<file path="src/rtl/av_pkg.sv">
// -----------------------------------------------------------------------------
// av_pkg
// Shared constants and types for the av_serial_vector serial-to-parallel
// accumulator.
//   AV_WIDTH_DEFAULT : default vector length in bits
//   av_vec_t         : vector type at the default width
// -----------------------------------------------------------------------------
package av_pkg;

    localparam int AV_WIDTH_DEFAULT = 8;

    typedef logic [AV_WIDTH_DEFAULT-1:0] av_vec_t;

endpackage : av_pkg

</file>
<file path="src/rtl/av_bit_counter.sv">
// -----------------------------------------------------------------------------
// av_bit_counter
// Modulo-WIDTH bit counter. It advances on every rising edge of iClk. oWrap
// is high while the count sits at WIDTH-1, which means the next edge samples
// the last bit of a frame.
// Ports:
//   iClk    in  1  clock
//   iRst_n  in  1  asynchronous active-low reset; clears the count to 0
//   oWrap   out 1  high while count == WIDTH-1
// -----------------------------------------------------------------------------
module av_bit_counter #(
    parameter int WIDTH = 8
) (
    input  logic iClk,
    input  logic iRst_n,
    output logic oWrap
);

    localparam int CW = $clog2(WIDTH);

    logic [CW-1:0] r_count;

    assign oWrap = (r_count == CW'(WIDTH - 1));

    // An explicit wrap is needed because WIDTH need not be a power of two.
    // NOTE: sequential state uses non-blocking (<=) so that every flop samples
    // its pre-edge inputs, whatever order the blocks are evaluated in.
    always_ff @(posedge iClk or negedge iRst_n) begin
        if (!iRst_n) begin
            r_count <= '0;
        end else if (oWrap) begin
            r_count <= '0;
        end else begin
            r_count <= r_count + CW'(1);
        end
    end

endmodule : av_bit_counter

</file>
<file path="src/rtl/av_serial_vector.sv">
// -----------------------------------------------------------------------------
// av_serial_vector
// Serial-to-parallel accumulator. It shifts iSignal into a WIDTH-bit register
// on every rising edge. When WIDTH new bits have been collected, it pulses
// oValid for one cycle and captures the completed vector in oWord.
// Parameters:
//   WIDTH      vector length, 2..32
//   MSB_FIRST  1: new bit enters bit 0 and the vector shifts toward the MSB
//              0: new bit enters bit WIDTH-1 and the vector shifts toward the LSB
// Ports:
//   iClk     in  1      clock
//   iRst_n   in  1      asynchronous active-low reset
//   iSignal  in  1      serial data bit
//   oVector  out WIDTH  live shift register contents
//   oValid   out 1      one-cycle frame-complete strobe
//   oWord    out WIDTH  snapshot of the last completed frame
// -----------------------------------------------------------------------------
module av_serial_vector
    import av_pkg::*;
#(
    parameter int WIDTH     = AV_WIDTH_DEFAULT,
    parameter int MSB_FIRST = 1
) (
    input  logic             iClk,
    input  logic             iRst_n,
    input  logic             iSignal,
    output logic [WIDTH-1:0] oVector,
    output logic             oValid,
    output logic [WIDTH-1:0] oWord
);

    logic [WIDTH-1:0] r_vec;
    logic [WIDTH-1:0] r_word;
    logic             r_valid;
    logic [WIDTH-1:0] w_vec_next;
    logic             w_wrap;

    av_bit_counter #(
        .WIDTH (WIDTH)
    ) u_bit_counter (
        .iClk   (iClk),
        .iRst_n (iRst_n),
        .oWrap  (w_wrap)
    );

    // NOTE: the default assignment first keeps this block free of latches
    // even if a branch is later edited out.
    always_comb begin
        w_vec_next = r_vec;
        if (MSB_FIRST != 0) begin
            w_vec_next = {r_vec[WIDTH-2:0], iSignal};
        end else begin
            w_vec_next = {iSignal, r_vec[WIDTH-1:1]};
        end
    end

    // oWord loads the same value that oVector shows while oValid is high,
    // so it captures w_vec_next rather than r_vec.
    always_ff @(posedge iClk or negedge iRst_n) begin
        if (!iRst_n) begin
            r_vec   <= '0;
            r_word  <= '0;
            r_valid <= 1'b0;
        end else begin
            r_vec   <= w_vec_next;
            r_valid <= w_wrap;
            if (w_wrap) begin
                r_word <= w_vec_next;
            end
        end
    end

    assign oVector = r_vec;
    assign oValid  = r_valid;
    assign oWord   = r_word;

endmodule : av_serial_vector

</file>
<file path="config.mk">
export PLATFORM = sky130hd
export DESIGN_NAME = av_serial_vector
export DESIGN_NICKNAME = d
export VERILOG_FILES = /design/src/rtl/av_pkg.sv /design/src/rtl/av_bit_counter.sv /design/src/rtl/av_serial_vector.sv
export SDC_FILE = /design/constraint.sdc
export NUM_CORES = 1
export LEC_CHECK = 0
export BUFFER_PORTS_ARGS = -buffer_cell sky130_fd_sc_hd__buf_2
export CAP_MARGIN = 30
export CORE_MARGIN = 2
export CORE_UTILIZATION = 30
export CTS_CLUSTER_SIZE = 12
export DETAILED_ROUTE_END_ITERATION = 10
export HOLD_SLACK_MARGIN = 0.05
export PLACE_DENSITY = 0.6
export SYNTH_ARGS = -nofsm -noshare
export SYNTH_HDL_FRONTEND = slang
export SYNTH_HIERARCHICAL = 1
export SYNTH_SLANG_ARGS = --single-unit
</file>
<file path="constraint.sdc">
create_clock -name iClk -period 1.9 [get_ports iClk]
set_clock_uncertainty 0.15 [all_clocks]
set_input_delay 0.095 -clock iClk [delete_from_list [all_inputs] [get_ports iClk]]
set_output_delay 0.095 -clock iClk [all_outputs]
set_load 0.01 [all_outputs]
</file>
==> flow_metrics.py <==
metrics = {
    "critical_path": {
        "critical_path.endpoint_type": "flip-flop",
        "crit_type": "flip-flop to flip-flop",
        "crit_path_max_fanout": 10,
        "worstPathCellList": "ha_1 -> ha_1 -> mux2_4",
        "timing.critical_path.slowest_stage_cell": "sky130_fd_sc_hd__ha_1",
        "required_ns": 1.93,
        "signal_arrival_time_at_the_worst_endpoint_ns": 1.69,
        "crit_path_max_incr_delay_ns": 0.53,
        "worstSetupStartpointType": "flip-flop",
        "critical-path-top-cell-by-count": "sky130_fd_sc_hd__ha_1",
    },
    "synthesis": {
        "synth_top_cell_area_share": 0.758,
        "avgSynthCellArea_um2": 20.6,
        "synthFlopType": "sky130_fd_sc_hd__dfrtp_1",
        "synth-edff-count": 0,
        "synth_area_leader_cell": "sky130_fd_sc_hd__dfrtp_1",
        "synth-async-reset-ratio": 1.00,
        "synth_nets": 37,
        "synth.cell_area_um2": 661,
        "synth.ff_latch_count": 20,
        "ys_warn_count": 6,
        "postSynthCellCount": 32,
        "synth.top_cells.by_area": "sky130_fd_sc_hd__dfrtp_1 (76%), sky130_fd_sc_hd__mux2_4 (18%), sky130_fd_sc_hd__ha_1 (3.8%)",
        "synth.lib_cells_used.distinct": 5,
        "yosys-top-cells-count": "sky130_fd_sc_hd__dfrtp_1 (20), sky130_fd_sc_hd__mux2_4 (8), sky130_fd_sc_hd__ha_1 (2)",
        "synth.most_common_cell": "sky130_fd_sc_hd__dfrtp_1",
        "seq_area_frac_synth": 0.758,
    },
    "timing": {
        "unrepaired_setup_endpoints_after_global_routing": "false",
        "worst_slew_pin_slew_ns": 0.598,
        "post-route-period-util": 0.873,
        "finalMaxSlewViolations": 0,
        "highest_clock_frequency_the_design_can_meet_mhz": 603,
        "final_hold_viol_count": 0,
        "slew_headroom": 0.601,
        "finalWorstPathRequiredPeriod_ns": 1.66,
        "finalSetupViolations": 0,
        "setup_total_negative_slack_ns": 0,
    },
    "floorplan": {
        "coreArea_um2": 2020,
        "row_count": 16,
        "initial_util": 0.327,
        "die-height_um": 50.9,
        "num_io_pins": 20,
        "floorplan.die.width_um": 50.9,
        "die-area_um2": 2590,
    },
    "cells_and_area": {
        "finalNetCount": 62,
        "fin_cells": 83,
        "drive_gt1_frac": 0.554,
        "num_antenna_cells": 0,
        "areaGrowthSynthToFinish_pct": 26.3,
        "fillers": 195,
        "post-route-cell-area_um2": 835,
        "postLayoutCoreUtil": 0.413,
    },
    "grt": {
        "grt_start_max_net_pins": 21,
        "gr-usage-all-layers": 0.0925,
        "grt_pass1_vias": 391,
        "global_route_wire_length_before_repair_um": 1750,
        "grt-ovfl-total": 0,
        "antenna_found_initial": 0,
    },
    "clocking": {
        "worstSkewPairLatency_ns": 0.29,
        "cts_tree": "done",
        "clkSinkCount": 20,
        "clkTransAtPathRegs_ns": 0.10,
        "clk_path_buf_depth": 2,
        "cts_made_buffers": 3,
        "clock-root-buffer": "sky130_fd_sc_hd__clkbuf_4",
        "cts-htree-levels": 1,
        "cts_resized": 0,
    },
    "power_and_ir_drop": {
        "static-leakage-power_nw": 0.420,
        "power.net_switching_uw": 151,
        "power_per_cell_area_nw_per_um2": 883,
        "pwr-share-seq": 0.614,
        "max-vdd-ir-drop_v": 0.000586,
        "power.internal_uw": 586,
        "share_of_power_burned_in_combinational_logic": 0.071,
        "netSwitchingFraction": 0.205,
        "clock_power_share": 0.315,
    },
    "worst_hold_path": {
        "min_path_type": "input pin to async pin",
    },
    "placed_design": {
        "detailedPlacementHpwl_um": 681,
        "placer_congestion_estimate": 0.601,
        "port-buffer-count": 19,
        "place.detailed.instances": 77,
        "placed_area_um2": 778,
    },
    "drt": {
        "post-route-drc-count": 0,
        "detail_route.wl_per_cell_um": 11.6,
        "ant_nets": 0,
        "route.final.wire_length_um": 964,
        "drt_iter0_drcs": 1,
        "number_of_vias_in_the_routed_layout": 355,
        "drt-pass1-iter-count": 2,
        "route.detailed.vias_per_inst": 4.28,
    },
    "status": {
        "run_status": "finished clean",
    },
    "flow_run": {
        "cap_viol_max_count": 0,
    },
}
-- cell usage in the layout, fill, tap and decap left out, drive strengths merged --
cell type,n
mux2,8
dfrtp,20
dlygate4sd3,2
ha,2
clkbuf,4
buf,19
nor2,1
-- flip-flops by register name, summed over array words and instances, names as in the netlist --
| signal | cells |
|---|---|
| oWord | 8 |
| oValid | 1 |
| u_bit_counter/r_count | 3 |
| oVector | 8 |
-- worst max-delay path: cells and delay by family (launching register included) --
kind                       cells  cell delay [ns]
DFF                            1             0.36
adders and majority gates      2             0.69
muxes                          1             0.35
-- routing by layer --
metal	up-vias	GRT usage	wire length [µm]
li1	159	-	-
met1	177	0.113	439
met2	19	0.143	439
met3	0	0.0556	85
met4	0	0.0135	0
met5	-	0	0
-- path summary, 6_finish.rpt --
| kind | from | to | slack (ns) | cells past startpoint |
|---|---|---|---|---|
| max | u_bit_counter/r_count[0]$_DFF_PN0_ | oWord[2]$_DFFE_PN0P_ | 0.24 | 3 |
| min | iRst_n | oWord[7]$_DFFE_PN0P_ | 0.11 | 2 |
| max reg2reg | u_bit_counter/r_count[0]$_DFF_PN0_ | oWord[2]$_DFFE_PN0P_ | 0.24 | 3 |
| min reg2reg | oVector[2]$_DFF_PN0_ | oVector[3]$_DFF_PN0_ | 0.25 | 0 |
| max in group asynchronous | iRst_n | oVector[3]$_DFF_PN0_ | 1.20 | 2 |
| min in group iClk | oVector[2]$_DFF_PN0_ | oVector[3]$_DFF_PN0_ | 0.25 | 0 |
-- cell families after synthesis --
family,after synthesis,synth area share
DFF,20,0.758
and+or+nand+nor,1,0.00568
muxes,8,0.182
buffers and inverters,1,0.0170
adders and majority gates,2,0.0379
-- layout make-up --
type / instances / area (µm²) / share of cell area
clock buffer: 4 / 36.3 / 0.0435
multi-input combinational: 11 / 149 / 0.178
sequential: 20 / 500 / 0.600
tap: 27 / 33.8 / 0.0405
timing repair buffer: 21 / 115 / 0.138
-- power by group through the flow --
| stage | sequential (mW) | clock [mW] | combinational (mW) |
|---|---|---|---|
| 2_1_floorplan | 0.469 | 0 | 0.0123 |
| 5_1_grt | 0.456 | 0.267 | 0.0577 |
| 3_3_place_gp | 0.461 | 0 | 0.0497 |
| 6_report | 0.453 | 0.232 | 0.0522 |
| 3_5_place_dp | 0.461 | 0 | 0.0503 |
| 4_1_cts | 0.453 | 0.244 | 0.0535 |
-- per-stage QoR --
step	hold WS [ns]	setup WS (ns)	power (mW)
after floorplan	-0.351	0.442	0.482
after global placement	-0.0953	0.296	0.511
after detailed placement	-0.0953	0.251	0.512
after CTS	0.109	0.230	0.751
after global routing	0.141	0.129	0.780
final	0.109	0.241	0.737
-- repair_timing --
item | in CTS | in global routing
buffers inserted | 0 | 0
hold buffers | 2 | 0
endpoints found under the hold margin | 22 | 0
Note: power is estimated with default switching activity, not from simulation.
